`src/rtl/img_rx_pkg.sv`:
```
// Shared constants for the UART image download sequencer:
// state codes, header bytes and error codes.
package img_rx_pkg;

  typedef enum logic [7:0] {
    ST_IDLE = 8'h01,
    ST_HDR1 = 8'h02,
    ST_RECV = 8'h04,
    ST_CHK  = 8'h08,
    ST_DONE = 8'h10,
    ST_ERR  = 8'h20
  } state_t;

  localparam logic [7:0] HDR0_DEF = 8'h55;
  localparam logic [7:0] HDR1_DEF = 8'hAA;

  localparam int PIX_COUNT_DEF = 76800;
  localparam int TIMEOUT_DEF   = 5_000_000;

  typedef logic [1:0] err_t;

  localparam err_t ERR_NONE    = 2'b00;
  localparam err_t ERR_TIMEOUT = 2'b01;
  localparam err_t ERR_CSUM    = 2'b10;
  localparam err_t ERR_ABORT   = 2'b11;

  // States in which the inactivity timer is armed.
  function automatic logic is_waiting(state_t s);
    return s inside {ST_HDR1, ST_RECV, ST_CHK};
  endfunction

endpackage

```
`src/rtl/rx_timeout_timer.sv`:
```
// Inactivity counter: cleared on events, counts while armed,
// saturates at TIMEOUT_CYC and flags expiry.
module rx_timeout_timer #(
  parameter int TIMEOUT_CYC = 5_000_000
) (
  input  logic clk,
  input  logic rst,
  input  logic clear,
  input  logic tick,
  output logic expired
);

  localparam int W = $clog2(TIMEOUT_CYC + 1);
  localparam logic [W-1:0] LIMIT = W'(TIMEOUT_CYC);

  logic [W-1:0] cnt;

  always_ff @(posedge clk or posedge rst) begin
    if (rst) begin
      cnt <= '0;
    end else if (clear) begin
      cnt <= '0;
    end else if (tick && !expired) begin
      cnt <= cnt + W'(1);
    end
  end

  assign expired = (cnt == LIMIT);

endmodule

```
`src/rtl/img_rx_ctrl.sv`:
```
// Frame sequencer for UART image download: header hunt, pixel
// write-out to SRAM, XOR check against trailer, done/err report.
module img_rx_ctrl
  import img_rx_pkg::*;
#(
  parameter int          PIX_COUNT   = PIX_COUNT_DEF,
  parameter int          ADDR_W      = 17,
  parameter logic [7:0]  HDR0        = HDR0_DEF,
  parameter logic [7:0]  HDR1        = HDR1_DEF,
  parameter int          TIMEOUT_CYC = TIMEOUT_DEF
) (
  input  logic              i_clk_sys,
  input  logic              i_rst,
  input  logic [7:0]        i_rx_data,
  input  logic              i_rx_done,
  input  logic [11:0]       i_pix,
  input  logic              i_pix_valid,
  input  logic [7:0]        i_check_code,
  input  logic              i_abort,
  output logic              o_image_receiving,
  output logic [7:0]        o_state,
  output logic              o_sram_we,
  output logic [ADDR_W-1:0] o_sram_addr,
  output logic [11:0]       o_sram_wdata,
  output logic              o_frame_done,
  output logic              o_frame_err,
  output logic [1:0]        o_err_code
);

  localparam logic [ADDR_W-1:0] LAST = ADDR_W'(PIX_COUNT - 1);

  state_t state, next;
  err_t fail_code;

  logic [ADDR_W-1:0] cnt;
  logic [7:0] acc;
  logic expired, evt, wr, last;
  logic tmr_clear, tmr_tick;

  // UART bytes belong to the pixel assembler while receiving.
  assign evt  = i_pix_valid || (i_rx_done && state != ST_RECV);
  assign wr   = state == ST_RECV && i_pix_valid && !i_abort;
  assign last = wr && cnt == LAST;

  always_comb begin
    next = state;
    fail_code = ERR_NONE;
    unique case (state)
      ST_IDLE: begin
        if (i_rx_done && i_rx_data == HDR0 && !i_abort)
          next = ST_HDR1;
      end
      ST_HDR1: begin
        if (i_rx_done) begin
          if (i_rx_data == HDR1)
            next = ST_RECV;
          else if (i_rx_data != HDR0)
            next = ST_IDLE;
        end
      end
      ST_RECV: begin
        if (last)
          next = ST_CHK;
      end
      ST_CHK: begin
        if (i_rx_done) begin
          if (i_rx_data == acc) begin
            next = ST_DONE;
          end else begin
            next = ST_ERR;
            fail_code = ERR_CSUM;
          end
        end
      end
      default: next = ST_IDLE;
    endcase
    if (is_waiting(state)) begin
      if (i_abort) begin
        next = ST_ERR;
        fail_code = ERR_ABORT;
      end else if (expired && !evt) begin
        next = ST_ERR;
        fail_code = ERR_TIMEOUT;
      end
    end
  end

  always_ff @(posedge i_clk_sys or posedge i_rst) begin
    if (i_rst) state <= ST_IDLE;
    else       state <= next;
  end

  assign tmr_tick  = is_waiting(state);
  assign tmr_clear = !tmr_tick || next != state || evt;

  rx_timeout_timer #(
    .TIMEOUT_CYC(TIMEOUT_CYC)
  ) u_timer (
    .clk    (i_clk_sys),
    .rst    (i_rst),
    .clear  (tmr_clear),
    .tick   (tmr_tick),
    .expired(expired)
  );

  always_ff @(posedge i_clk_sys or posedge i_rst) begin
    if (i_rst) begin
      cnt               <= '0;
      acc               <= '0;
      o_image_receiving <= 1'b0;
      o_sram_we         <= 1'b0;
      o_sram_addr       <= '0;
      o_sram_wdata      <= '0;
      o_frame_done      <= 1'b0;
      o_frame_err       <= 1'b0;
      o_err_code        <= ERR_NONE;
    end else begin
      o_sram_we <= wr;
      if (wr) begin
        o_sram_addr  <= cnt;
        o_sram_wdata <= i_pix;
        acc          <= acc ^ i_check_code;
        if (!last)
          cnt <= cnt + ADDR_W'(1);
      end
      if (next == ST_ERR || next == ST_IDLE) begin
        cnt <= '0;
        acc <= '0;
      end
      o_image_receiving <= next == ST_RECV;
      o_frame_done      <= next == ST_DONE;
      o_frame_err       <= next == ST_ERR;
      if (state == ST_IDLE && next == ST_HDR1)
        o_err_code <= ERR_NONE;
      else if (next == ST_ERR)
        o_err_code <= fail_code;
    end
  end

  assign o_state = state;

endmodule

```
`config.mk`:
```
export PLATFORM = sky130hd
export DESIGN_NAME = img_rx_ctrl
export DESIGN_NICKNAME = d
export VERILOG_FILES = /design/src/rtl/img_rx_pkg.sv /design/src/rtl/rx_timeout_timer.sv /design/src/rtl/img_rx_ctrl.sv
export SDC_FILE = /design/constraint.sdc
export NUM_CORES = 1
export LEC_CHECK = 0
export ABC_AREA = 1
export BUFFER_PORTS_ARGS = -buffer_cell sky130_fd_sc_hd__buf_2
export CORE_AREA = 2 2 145 147
export CTS_BUF_LIST = sky130_fd_sc_hd__clkbuf_4
export DETAILED_ROUTE_END_ITERATION = 16
export DIE_AREA = 0 0 147 149
export PLACE_DENSITY = 0.45
export SETUP_SLACK_MARGIN = 0.5
export SYNTH_ARGS = -nofsm -noshare
export SYNTH_HDL_FRONTEND = slang
export SYNTH_SLANG_ARGS = --single-unit
```
`constraint.sdc`:
```
create_clock -name i_clk_sys -period 3.9 [get_ports i_clk_sys]
set_clock_uncertainty 0.15 [all_clocks]
set_input_delay 0.39 -clock i_clk_sys [delete_from_list [all_inputs] [get_ports i_clk_sys]]
set_output_delay 0.39 -clock i_clk_sys [all_outputs]
set_load 0.03 [all_outputs]
```
; Word-level counts from Yosys, hierarchy flattened
; Cells that the tools add are included.
[word_totals]
regBits = 91
wordCells = 80
[op_classes]
n_reduce_logical = 22
eq_ne = 18
n_bitwise = 1
mux = 26
addsub = 2
[op_table]
columns = operator, n
row1 = 8-bit two-way mux, 11
row2 = 17-bit two-way mux, 3
row3 = 23-bit two-way mux, 2
row4 = 8-bit case mux with 4 select lines, 1
row5 = "23-bit by 1-bit adder with 23-bit output, second input constant", 1
row6 = "23-bit equality test, second input constant", 1
row7 = "17-bit by 1-bit adder with 17-bit output, second input constant", 1
row8 = "17-bit equality test, second input constant", 1
row9 = "8-bit by 1-bit equality test with 1-bit output, second input constant", 2
row10 = "8-bit by 2-bit equality test with 1-bit output, second input constant", 2
row11 = "8-bit by 3-bit equality test with 1-bit output, second input constant", 2
row12 = 2-bit two-way mux, 8
row13 = 1-bit logical AND, 9
row14 = "8-bit by 4-bit equality test with 1-bit output, second input constant", 1
row15 = "8-bit by 5-bit equality test with 1-bit output, second input constant", 1
row16 = "8-bit by 6-bit equality test with 1-bit output, second input constant", 1
row17 = "8-bit by 7-bit equality test with 1-bit output, second input constant", 1
row18 = 8-bit equality test, 1
row19 = "8-bit equality test, second input constant", 1
row20 = "8-bit by 3-bit != test with 1-bit output, second input constant", 1
row21 = "8-bit by 7-bit != test with 1-bit output, second input constant", 1
row22 = 8-bit != test, 1
row23 = 8-bit XOR, 1
row24 = 6-bit two-way mux, 1
row25 = 6 further kinds, 14

; Longest topological paths before layout
; Gate-level depths: netlist of the first run.
[depth]
ltp_word = 13
ltp_mapped = 15
depth_no_buf = 14

; By module
; Synthesis of the first run repeated with hierarchy kept, for this count alone.
[hier_totals]
cells_unflattened = 685
area_unflattened_um2 = 5133.7
[modules_own_cells]
columns = module, n_inst, cells_per_inst, area_each_um2, seq_area_each_um2
row1 = img_rx_ctrl, 1, 428, 3443.3, 1702.9
row2 = rx_timeout_timer, 1, 257, 1690.4, 575.6

; Least setup slack after synthesis of the first run
; OpenSTA, ideal clock, no wires.
[synth_path]
kind = flip-flop to flip-flop
from = reg state[0], in the netlist o_state[0]
to = reg cnt[3]
setup_slack_ns = 1.796
t_required_ns = 3.670
arrival_time_ns = 1.874
stages_incl_launch_ff = 14
setup_ns = 0.080
synth_period_minus_slack_ns = 2.104
cell_sequence = dfstp_2 inv_2 nand2_2 nor2_4 nand2_4 inv_2 nor3_2 inv_2 o21ai_2 inv_4 nor2_8 nand3_4 buf_6 nor3b_2
[synth_via]
elab_chain_len = 13
word_cells_on_any_way = 30
cone_classes = eq/ne: 8 / mux: 11 / reduce/logical: 11
[synth_lines]
columns = item, line
row1 = from (decl), img_rx_ctrl.sv:32  ; state_t state, next;
row2 = from (signal assigned), img_rx_ctrl.sv:90  ; else state <= next;
row3 = 8-bit by 3-bit equality test with 1-bit output, "img_rx_pkg.sv:29, img_rx_ctrl.sv:42, img_rx_ctrl.sv:48"
row4 = 1-bit logical AND (2 in a row), img_rx_ctrl.sv:42  ; assign wr = state == ST_RECV && i_pix_valid && !i_abort;
row5 = 1-bit logical AND, img_rx_ctrl.sv:43  ; assign last = wr && cnt == LAST;
row6 = 8-bit two-way mux, img_rx_ctrl.sv:62  ; if (last)
row7 = 8-bit case mux with 4 select lines, img_rx_ctrl.sv:48  ; unique case (state)
row8 = 8-bit two-way mux, img_rx_ctrl.sv:81  ; end else if (expired && !evt) begin
row9 = 8-bit two-way mux, img_rx_ctrl.sv:78  ; if (i_abort) begin
row10 = 8-bit two-way mux, img_rx_ctrl.sv:77  ; if (is_waiting(state)) begin
row11 = 8-bit by 6-bit equality test with 1-bit output or 8-bit by 1-bit equality test with 1-bit output (tied branches), img_rx_ctrl.sv:126  ; if (next == ST_ERR || next == ST_IDLE) begin
row12 = 1-bit logical OR, img_rx_ctrl.sv:126
row13 = 2-bit by 1-bit != test with 1-bit output (no source line) or 2-bit nonzero test (tied branches), --
row14 = 2-bit AND reduction (no source line), --
row15 = to (signal assigned), img_rx_ctrl.sv:124  ; cnt <= cnt + ADDR_W'(1);
row16 = to (decl), img_rx_ctrl.sv:35  ; logic [ADDR_W-1:0] cnt;
; Parallel ways exist; a longest one is shown, timed or not.
; A chain may end at the register's enable or synchronous reset.

; Worst setup path after layout of the first run
[layout_path]
from = reg cnt[0]
to = reg u_timer.cnt[1]
[layout_via]
elab_chain_len = 11
word_cells_on_any_way = 12
cone_classes = eq/ne: 2 / mux: 6 / reduce/logical: 4
[layout_lines]
columns = item, line
row1 = 17-bit equality test (*), img_rx_ctrl.sv:43
row2 = 1-bit logical AND (*), img_rx_ctrl.sv:43
row3 = 8-bit two-way mux (*), img_rx_ctrl.sv:62
row4 = 8-bit case mux with 4 select lines (*), img_rx_ctrl.sv:48
row5 = 8-bit two-way mux, img_rx_ctrl.sv:81
row6 = 8-bit two-way mux, img_rx_ctrl.sv:78
row7 = 8-bit two-way mux (*), img_rx_ctrl.sv:77
row8 = 8-bit != test (*), img_rx_ctrl.sv:94  ; assign tmr_clear = !tmr_tick || next != state || evt;
row9 = 1-bit logical OR (*) (2 in a row), img_rx_ctrl.sv:94
row10 = 23-bit two-way mux or 2-bit nonzero test (tied branches), --
row11 = to (signal assigned), rx_timeout_timer.sv:24  ; cnt <= cnt + W'(1);
row12 = to (decl), rx_timeout_timer.sv:16  ; logic [W-1:0] cnt;
; Every way passes the cells marked *; elsewhere a longest branch is shown, timed or not.

==> flow_metrics.tcl, run 1 <==
set metrics [dict create \
    setup_viol 0 \
    multi_input_area_um2 2280 \
    cts.sinks 91 \
    cts_tree "yes" \
    fill_cells 2294 \
    leakagePower_nw 2.76 \
    final_area_um2 5930 \
    instances_no_fill 987 \
    die_h_um 149 \
    rsz0062_at_grt "false" \
    swShare_pct 24.2 \
    drt-pass1-iter-count 4 \
    overflow 0 \
    num_rows 53 \
    route.detailed.drc 0 \
    async_flop_share_pct 100 \
    hold_ws_ns 0.0934 \
    status "complete, no violations" \
    syn_area_um2 4970 \
    core-area_um2 20600 \
    io_pins 76 \
    portBuffers 75 \
    crit_path_cell_trace "ha_1, nand3_1, nor2_1, nand2_1, nor3_1, nand2_1, nand2_1, nand3_1, nand2_1, nand3b_2, nor2_4, nand3_1, nor2_1" \
    yosysUniqueCellTypes 42 \
    tightest_slew_ns 0.771 \
    timing.slew.headroom_pct 48.5 \
    clock_latency_ns 0.49 \
    initialDrtViolationCount 190 \
    netlist.area_leader.share_pct 45.3 \
    die_area_um2 21900 \
    die_w_um 147 \
    seqPwrFrac_pct 54.9 \
    ys_warn_count 0 \
    placed_area_um2 5620 \
    slew_violations 0 \
    wl_per_cell_um 12.6 \
    h-tree-depth 3 \
    numCtsBuffers 9 \
    fin_crit_ns 2.64 \
    clkTransAtPathRegs_ns 0.14 \
    setup_tns_ns 0 \
    clock-root-buffer "clkbuf_4" \
    n_antenna_cell 0 \
    viasPerCell 4.15 \
    synth_seq_cells 91 \
    clk_path_buf_depth 2 \
    vias 4094 \
    antenna_found_initial 1 \
    internal_power_w 0.00132 \
    hp-class "primary input to register" \
    critPathCaptureType "register" \
    path_common_cell "nand2_1" \
    synth-seq-area-share_pct 45.8 \
    ys.flop_type "dfrtp_1" \
    synth_top_area_cell "dfrtp_1" \
    cp-start-kind "register" \
    switchingPower_w 0.000421 \
    dp_hpwl_um 8930 \
    grt_pass1_vias 4073 \
    initial_core_util_pct 24.2 \
    powerDensity_nw_per_um2 293 \
    required_ns 4.17 \
    yosysMostFrequentCell "nand2_1" \
    slowest_stage "nor2_4" \
    yosys-top-cells-count "163 x nand2_1, 90 x dfrtp_1, 82 x nor2_1, 73 x inv_1, 36 x nand4_1" \
    drive_gt1_share_pct 22.2 \
    synth_edf_count 0 \
    totalWireLength_um 12500 \
    final_antenna_net_count 0 \
    syn2layout_area_growth_pct 19.3 \
    ff_latch_area_um2 2280 \
    period_share_pct 67.7 \
    grtUsageTotal_pct 12.1 \
    nets 743 \
    ir_worst_vdd_v 0.000131 \
    place_inst 958 \
    grt_pass1_wl_um 21300 \
    critPathArrivalTime_ns 2.91 \
    hold_viol_final 0 \
    cp_max_fo 22 \
    syn_avg_cell_area_um2 8.01 \
    maxCapViolCount 0 \
    synth_cells 621 \
    synth_area_leaders "dfrtp_1 45%, nand2_1 12%, nor2_1 6.2%" \
    grt_max_degree 49 \
    clkPwrFrac_pct 38.3 \
    power_w 0.00174 \
    critPathKind "register to register" \
    max_stage_delay_ns 0.43 \
    max_freq_mhz 379 \
    pwr-share-comb_pct 6.8 \
    gp_congestion 0.794 \
]
## cell families (layout without fill, tap and decap cells)
kind of cell,Yosys count,after routing,share of synthesized area [%]
AOI/OAI and AO/OA,42,42,4.96
and+or+nand+nor,370,370,37.7
xor gates and xnor gates,13,13,2.29
adders and majority gates,3,3,0.755
DFF,91,91,45.8
other,1,2,0.0754
buffers and inverters,101,191,8.38
## layer usage
metal  GRT usage [%]  vias to the layer above  share of wire (%)
met5               0                        -               0.10
met4            4.47                        2                1.6
met3            2.51                       14                3.9
met2            19.2                       75                 45
met1            16.4                     1852                 49
li1                -                     2151                  -
## layout by cell type, fill, tap and decap left out, drive strengths merged, types with 9 or more instances in the layout
cell | netlist | final
a21oi | 10 | 10
buf | 11 | 77
clkbuf | 5 | 10
dfrtp | 90 | 90
dlygate4sd3 | 0 | 13
inv | 85 | 85
nand2 | 170 | 170
nand3 | 30 | 30
nand4 | 38 | 38
nor2 | 104 | 104
nor3 | 9 | 9
nor3b | 10 | 10
o21ai | 23 | 23
xor2 | 10 | 10
## registers in the layout, summed over array words and instances, names as in the netlist
| register | flops |
|---|---|
| cnt | 17 |
| o_err_code | 2 |
| o_sram_we | 1 |
| o_frame_err | 1 |
| o_frame_done | 1 |
| o_state | 8 |
| o_sram_wdata | 12 |
| o_sram_addr | 17 |
| acc | 8 |
| o_image_receiving | 1 |
| u_timer.cnt | 23 |
## final timing paths
check	from	to	cells past startpoint	slack, ns
setup / recovery	cnt[0]	u_timer.cnt[1]	13	1.26
hold / removal	i_check_code[4]	acc[4]	4	0.09
setup reg to reg	cnt[0]	u_timer.cnt[1]	13	1.26
hold reg to reg	u_timer.cnt[0]	u_timer.cnt[0]	1	0.32
max in group asynchronous	i_rst	o_sram_wdata[3]	4	2.46
min in group asynchronous	i_rst	cnt[10]	3	0.37
## power by group through the flow
| stage | Combinational (W) | Sequential [W] | Clock, W |
|---|---|---|---|
| global route | 0.000132 | 0.000956 | 0.000728 |
| CTS | 0.000121 | 0.000955 | 0.000694 |
| finish | 0.000118 | 0.000955 | 0.000666 |
| detailed placement | 0.000112 | 0.000972 | 0 |
| global placement | 0.000111 | 0.000972 | 0 |
| floorplan | 0.0000555 | 0.000985 | 0 |
## repair_timing
| action | 4_1_cts | 5_1_grt |
|---|---|---|
| hold endpoints to repair | 57 | 0 |
| hold buffers | 13 | 0 |
| setup buffers | 0 | 0 |
| gates resized for setup | 0 | 0 |
## through the flow
| stage | utilization [%] | worst slack [ns] |
|---|---|---|
| floorplan | - | 0.998 |
| global placement | 27.3 | 1.26 |
| detailed placement | 27.3 | 1.24 |
| CTS | 28.8 | 1.20 |
| global route | 28.8 | 0.896 |
| finish | 28.8 | 1.26 |
## worst max-delay path: cells and delay by family, from the launching register on
| kind | cells | cell delay, ns |
|---|---|---|
| fa+ha+maj | 1 | 0.19 |
| simple gates | 12 | 1.82 |
| flops | 1 | 0.40 |
## cell type report
cell class / instances / share of cell area [%]
clock inverter: 6 / 1.75
inverter: 85 / 5.51
timing repair buffer: 90 / 8.78
tap: 275 / 5.80
clock buffer: 10 / 1.27
multi-input combinational: 430 / 38.5
sequential: 91 / 38.4
No activity file was read; power rests on OpenSTA's default activity.
==> run 2, diff against run 1 <==
Settings changed: PLACE_DENSITY 0.45 to 0.46.
Clock period 3.9 ns to 2.2 ns, I/O delays scaled along.
==> run 2 against run 1 <==
The flow now finishes with violations (negative setup slack). Combinational power increased to 2.5 times the previous value. Sequential share of layout area decreased by 7.3 points. Critical path depth increased by 2. Utilization increased by 7.0 points. Power increased by 64%. Global-route usage increased by 1.2 points. Flip-flop and latch count unchanged. Final cell count increased by 12%.
==> flow_metrics.tcl, run 2 (same netlist as run 1, synthesis figures left out) <==
set metrics [dict create \
    swShare_pct 28.5 \
    grt_pass1_wl_um 23100 \
    clkPwrFrac_pct 30.4 \
    clock-root-buffer "clkbuf_4" \
    antenna_found_initial 0 \
    final.setup.worst_slack_ns -0.160 \
    die_w_um 147 \
    pwr-share-comb_pct 10.4 \
    drt-met1-wl_um 6510 \
    rrSetupSlack_ns -0.16 \
    utilization_pct 35.8 \
    gp_congestion 0.781 \
    cp-start-kind "register" \
    viasPerCell 4.21 \
    status "complete, but fails checks" \
    hold_viol_final 0 \
    min_from "i_abort" \
    slew_violations 0 \
    numCtsBuffers 9 \
    hp-class "primary input to register" \
    io_pins 76 \
    final_cell_mix "131 x nand2_1, 83 x dfrtp_1, 79 x buf_4, 74 x buf_2, 73 x nor2_1" \
    overflow 0 \
    period_share_pct 107 \
    largest_register_ffs 23 \
    clock_latency_ns 0.48 \
    n_antenna_cell 0 \
    critPathKind "register to register" \
    wl_met2_um 7240 \
    largest_registers "u_timer.cnt: 23 flops, cnt: 17 flops, o_sram_addr: 17 flops" \
    max_freq_mhz 424 \
    dp_hpwl_um 10000 \
    cp_max_fo 11 \
    rr_startpoint "cnt[1]" \
    cts_tree "yes" \
    vias 4653 \
    final_antenna_net_count 0 \
    reg2reg_depth 15 \
    grt_pass1_vias 4563 \
    grtUsageTotal_pct 13.4 \
    clkTransAtPathRegs_ns 0.16 \
    leakagePower_nw 3.54 \
    power_w 0.00286 \
    grt_max_degree 44 \
    violations "negative setup slack" \
    tightest_slew_ns 0.594 \
    setup_viol 27 \
    clk_path_buf_depth 2 \
    ir_worst_vdd_v 0.000259 \
    initialDrtViolationCount 185 \
    cts.sinks 91 \
    largest-register "u_timer.cnt" \
    final_common_cell "nand2_1" \
    timing.slew.headroom_pct 60.0 \
    switchingPower_w 0.000814 \
    critPathCaptureType "register" \
    die_h_um 149 \
    fin_crit_ns 2.36 \
    internal_power_w 0.00204 \
    required_ns 2.48 \
    initial_core_util_pct 24.2 \
    top_layer "met4" \
    num_rows 53 \
    totalWireLength_um 14500 \
    drive_gt1_share_pct 40.5 \
    crit_start "cnt[1]" \
    rsz0062_at_grt "true" \
    syn2layout_area_growth_pct 48.0 \
    drt-pass1-iter-count 5 \
    cp-endpoint "u_timer.cnt[20]" \
    route.detailed.drc 0 \
    maxCapViolCount 0 \
    nets 860 \
    core-area_um2 20600 \
    r2r_end "u_timer.cnt[20]" \
    seqPwrFrac_pct 59.3 \
    portBuffers 75 \
    wl_per_cell_um 13.1 \
    die_area_um2 21900 \
    critPathArrivalTime_ns 2.64 \
    h-tree-depth 3 \
    met3_length_um 481 \
    powerDensity_nw_per_um2 388 \
]
[run 2: changes by cell type in the layout (fill, tap and decap cells not counted), sizes merged]
cell | previous run | this run
nor2 | 104 | 105
buf | 77 | 180
clkbuf | 10 | 12
clkinvlp | 0 | 3
bufinv | 3 | 0
clkinv | 3 | 4
dlygate4sd3 | 13 | 23
[run 2: power groups by stage]
stage	clock [W]	sequential, W	combinational [W]
6_report	0.000867	0.00169	0.000297
5_1_grt	0.000972	0.00169	0.000327
4_1_cts	0.000905	0.00169	0.000284
2_1_floorplan	0	0.00175	0.0000997
3_3_place_gp	0	0.00172	0.000242
3_5_place_dp	0	0.00172	0.000242
[run 2: cell type report]
class                      instances  area [µm²]
multi-input combinational        431        2650
inverter                          85         330
timing repair buffer             206        1640
tap                              275         344
sequential                        91        2290
fill                            2158       13200
clock inverter                     7        42.5
clock buffer                       9        67.6
[run 2: worst min path at each step]
stage | endpoint | slack, ns | cells after the start
global route | o_err_code[1] | 0.02 | 3
detailed placement | acc[6] | 0.17 | 2
CTS | o_state[1] | -0.02 | 4
global placement | acc[6] | 0.17 | 2
floorplan | o_sram_wdata[0] | 0.18 | 2
finish | o_state[1] | 0.02 | 4
[run 2: layer usage]
layer  global-route usage [%]  up-vias
met1                     16.8     2177
li1                         -     2382
met4                     3.70        0
met2                     23.5       78
met5                        0        -
met3                     2.48       16
[run 2: repair_timing]
action / CTS / global route
resized for setup: 35 / 82
endpoints found under the hold margin: 40 / 0
gates cloned: 1 / 3
pin swaps: 11 / 40
setup buffers: 7 / 12
hold buffers: 23 / 0
endpoints found under the setup margin: 87 / 79
[run 2: metrics by stage]
step	hold slack, ns	worst slack, ns	cell area (µm²)	std cells	setup TNS (ns)
2_1_floorplan	0.180	0.116	5040	622	0
3_3_place_gp	0.166	-0.281	6350	1042	-6.21
3_5_place_dp	0.168	-0.274	6350	1042	-6.24
4_1_cts	-0.0217	-0.106	6890	1089	-2.54
5_1_grt	0.0208	-0.279	7360	1104	-8.47
6_report	0.0171	-0.160	7360	1104	-3.05
[run 2: worst max-delay path: stages, from the launching register on]
cell       delay [ns]
dfrtp_1          0.39
ha_2             0.20
nand3_2          0.09
nor2_4           0.14
nand2_2          0.08
nor3_4           0.20
buf_4            0.14
nand2_2          0.04
nand2_2          0.06
nand3_2          0.06
nand2_2          0.09
nand3b_4         0.08
nor2_4           0.20
clkbuf_16        0.21
nand4_1          0.08
nor2_1           0.11
==> run 3, diff against run 2 <==
Settings changed: ABC_AREA 1 to not set, CORE_AREA 2 2 145 147 to 2 2 139 141, DIE_AREA 0 0 147 149 to 0 0 141 143, PLACE_DENSITY 0.46 to 0.47.
==> run 3 against run 2 <==
The flow still finishes with violations (negative setup slack). Area after synthesis shrank 7.9%. Sequential power about the same. First-iteration DRC count shrank 26%. Flip-flop and latch count did not move. Critical endpoint is now acc[7]. Non-clock buffer count down 6. Clock power increased by 11%.
==> flow_metrics.tcl, run 3 <==
set metrics [dict create \
    fin_crit_ns 2.33 \
    power_w 0.00288 \
    clock_latency_ns 0.48 \
    totalWireLength_um 13000 \
    die_area_um2 20200 \
    violations "negative setup slack" \
    slew_violations 0 \
    syn_avg_cell_area_um2 9.85 \
    portBuffers 75 \
    hold_viol_final 0 \
    grt_max_degree 92 \
    pwr-share-comb_pct 8.2 \
    synth_edf_count 0 \
    ys_warn_count 0 \
    switchingPower_w 0.000757 \
    powerDensity_nw_per_um2 395 \
    max_freq_mhz 430 \
    clkPwrFrac_pct 33.5 \
    antenna_found_initial 2 \
    cts.sinks 91 \
    status "complete, but fails checks" \
    critPathKind "register to register" \
    required_ns 2.38 \
    dp_hpwl_um 8390 \
    io_pins 76 \
    hp-class "primary input to register" \
    place_inst 832 \
    synth_cells 465 \
    synth_seq_cells 91 \
    internal_power_w 0.00212 \
    syn_area_um2 4580 \
    final.setup.worst_slack_ns -0.126 \
    pre_cts_slack_ns -0.203 \
    die_h_um 143 \
    critPathCaptureType "register" \
    grt_pass1_vias 4121 \
    setup_viol 49 \
    ys.flop_type "dfrtp_1" \
    ir_worst_vdd_v 0.000209 \
    maxCapViolCount 0 \
    synth_area_leaders "dfrtp_1 49%, nand2_1 9.6%, xor2_1 7.6%" \
    num_rows 50 \
    yosys-top-cells-count "117 x nand2_1, 90 x dfrtp_1, 41 x nor2_1, 40 x xor2_1, 20 x nor4_2" \
    largest_register_ffs 23 \
    critPathArrivalTime_ns 2.51 \
    yosysMostFrequentCell "nand2_1" \
    h-tree-depth 3 \
    instances_no_fill 897 \
    final_common_cell "dfrtp_1" \
    seqPwrFrac_pct 58.3 \
    grt_pass1_wl_um 21000 \
    setup_tns_ns -4.24 \
    drt-pass1-iter-count 5 \
    die_w_um 141 \
    overflow 0 \
    leakagePower_nw 3.37 \
    clk_path_buf_depth 2 \
    viasPerCell 4.59 \
    syn2layout_area_growth_pct 59.3 \
    final_cell_mix "86 x dfrtp_1, 74 x nand2_1, 74 x buf_2, 66 x buf_4, 40 x xor2_1" \
    final_antenna_net_count 0 \
    core-area_um2 18600 \
    initial_core_util_pct 24.7 \
    multi_input_area_um2 2790 \
    clock-root-buffer "clkbuf_4" \
    tightest_slew_ns 0.548 \
    route.detailed.drc 0 \
    wl_per_cell_um 14.5 \
    synth-seq-area-share_pct 49.7 \
    grtUsageTotal_pct 13.1 \
    initialDrtViolationCount 137 \
    fill_cells 1830 \
    cts_tree "yes" \
    gp_congestion 0.815 \
    rsz0062_at_grt "true" \
    netlist.area_leader.share_pct 49.2 \
    largest-register "u_timer.cnt" \
    vias 4116 \
    clkTransAtPathRegs_ns 0.14 \
    cp_max_fo 7 \
    swShare_pct 26.3 \
    largest_registers "u_timer.cnt: 23 flops, cnt: 17 flops, o_sram_addr: 17 flops" \
    ff_latch_area_um2 2280 \
    period_share_pct 106 \
    synth_top_area_cell "dfrtp_1" \
    drive_gt1_share_pct 49.0 \
    yosysUniqueCellTypes 56 \
    timing.slew.headroom_pct 63.5 \
    numCtsBuffers 9 \
    cp-start-kind "register" \
    nets 693 \
    async_flop_share_pct 100 \
]
## run 3: timing repair
action | CTS | global route
pin swaps | 26 | 37
setup endpoints to repair | 90 | 90
hold endpoints to repair | 110 | 0
hold buffers | 21 | 0
cloned | 9 | 1
resized for setup | 89 | 91
buffers inserted | 14 | 3
## run 3: cells by family (layout without fill, tap and decap cells)
| family | after synthesis | after routing | share of synthesized area (%) |
|---|---|---|---|
| AND/OR/NAND/NOR | 260 | 260 | 31.3 |
| flip-flops | 91 | 91 | 49.7 |
| XOR/XNOR | 54 | 54 | 10.3 |
| buffers and inverters | 28 | 223 | 2.84 |
| AO/OA/AOI/OAI | 26 | 26 | 4.48 |
| adder cells (fa/ha/maj) | 4 | 4 | 1.04 |
| other | 1 | 4 | 0.0819 |
| multiplexers | 1 | 1 | 0.219 |
## run 3: power groups by stage
stage / sequential, W / clock [W] / combinational [W]
4_1_cts: 0.00168 / 0.00102 / 0.000229
5_1_grt: 0.00168 / 0.00108 / 0.000257
2_1_floorplan: 0.00172 / 0 / 0.0000834
3_3_place_gp: 0.00171 / 0 / 0.000174
3_5_place_dp: 0.00171 / 0 / 0.000177
6_report: 0.00168 / 0.000966 / 0.000236
## run 3: path summary, 6_finish.rpt
check | from | endpoint | slack [ns] | cells after the start
worst max-delay path | o_state[6] | acc[7] | -0.13 | 8
worst min-delay path | i_rx_done | o_state[1] | 0.09 | 4
worst max register to register | o_state[6] | acc[7] | -0.13 | 8
worst min register to register | o_sram_addr[13] | o_sram_addr[13] | 0.34 | 2
max in group asynchronous | i_rst | o_state[4] | 1.19 | 4
min in group asynchronous | i_rst | o_sram_addr[14] | 0.21 | 4
## run 3: layout make-up
class | count | share of cell area [%]
tap | 234 | 4.01
timing repair buffer | 200 | 24.0
antenna | 2 | 0.0686
sequential | 91 | 31.3
inverter | 8 | 0.497
multi-input combinational | 347 | 38.3
clock buffer | 9 | 0.926
clock inverter | 6 | 0.926
## run 3: metal layers
layer  share of wire [%]  vias to the layer above  GRT usage (%)
met1                  46                     2038           16.9
met3                 3.3                       21           3.22
met2                  49                       80           22.0
met5                   0                        -              0
met4                 1.5                        0           3.68
li1                    -                     1977              -
## run 3: critical path: stages, from the launching register on
cell and delay, ns:
dfrtp_2 0.45, nor4_4 0.32, buf_6 0.18, and2b_1 0.18, nand2_2 0.09, o21a_4 0.21, a211oi_4 0.36, buf_6 0.19
nor4_1 0.05
## run 3: per-stage QoR
stage | utilization [%] | cell area (µm²) | hold WS [ns]
5_1_grt | 39.3 | 7300 | 0.0601
3_3_place_gp | 31.6 | 5860 | 0.260
4_1_cts | 37.0 | 6880 | 0.0187
6_report | 39.3 | 7300 | 0.0893
3_5_place_dp | 31.6 | 5860 | 0.265
2_1_floorplan | - | 4700 | 0.175
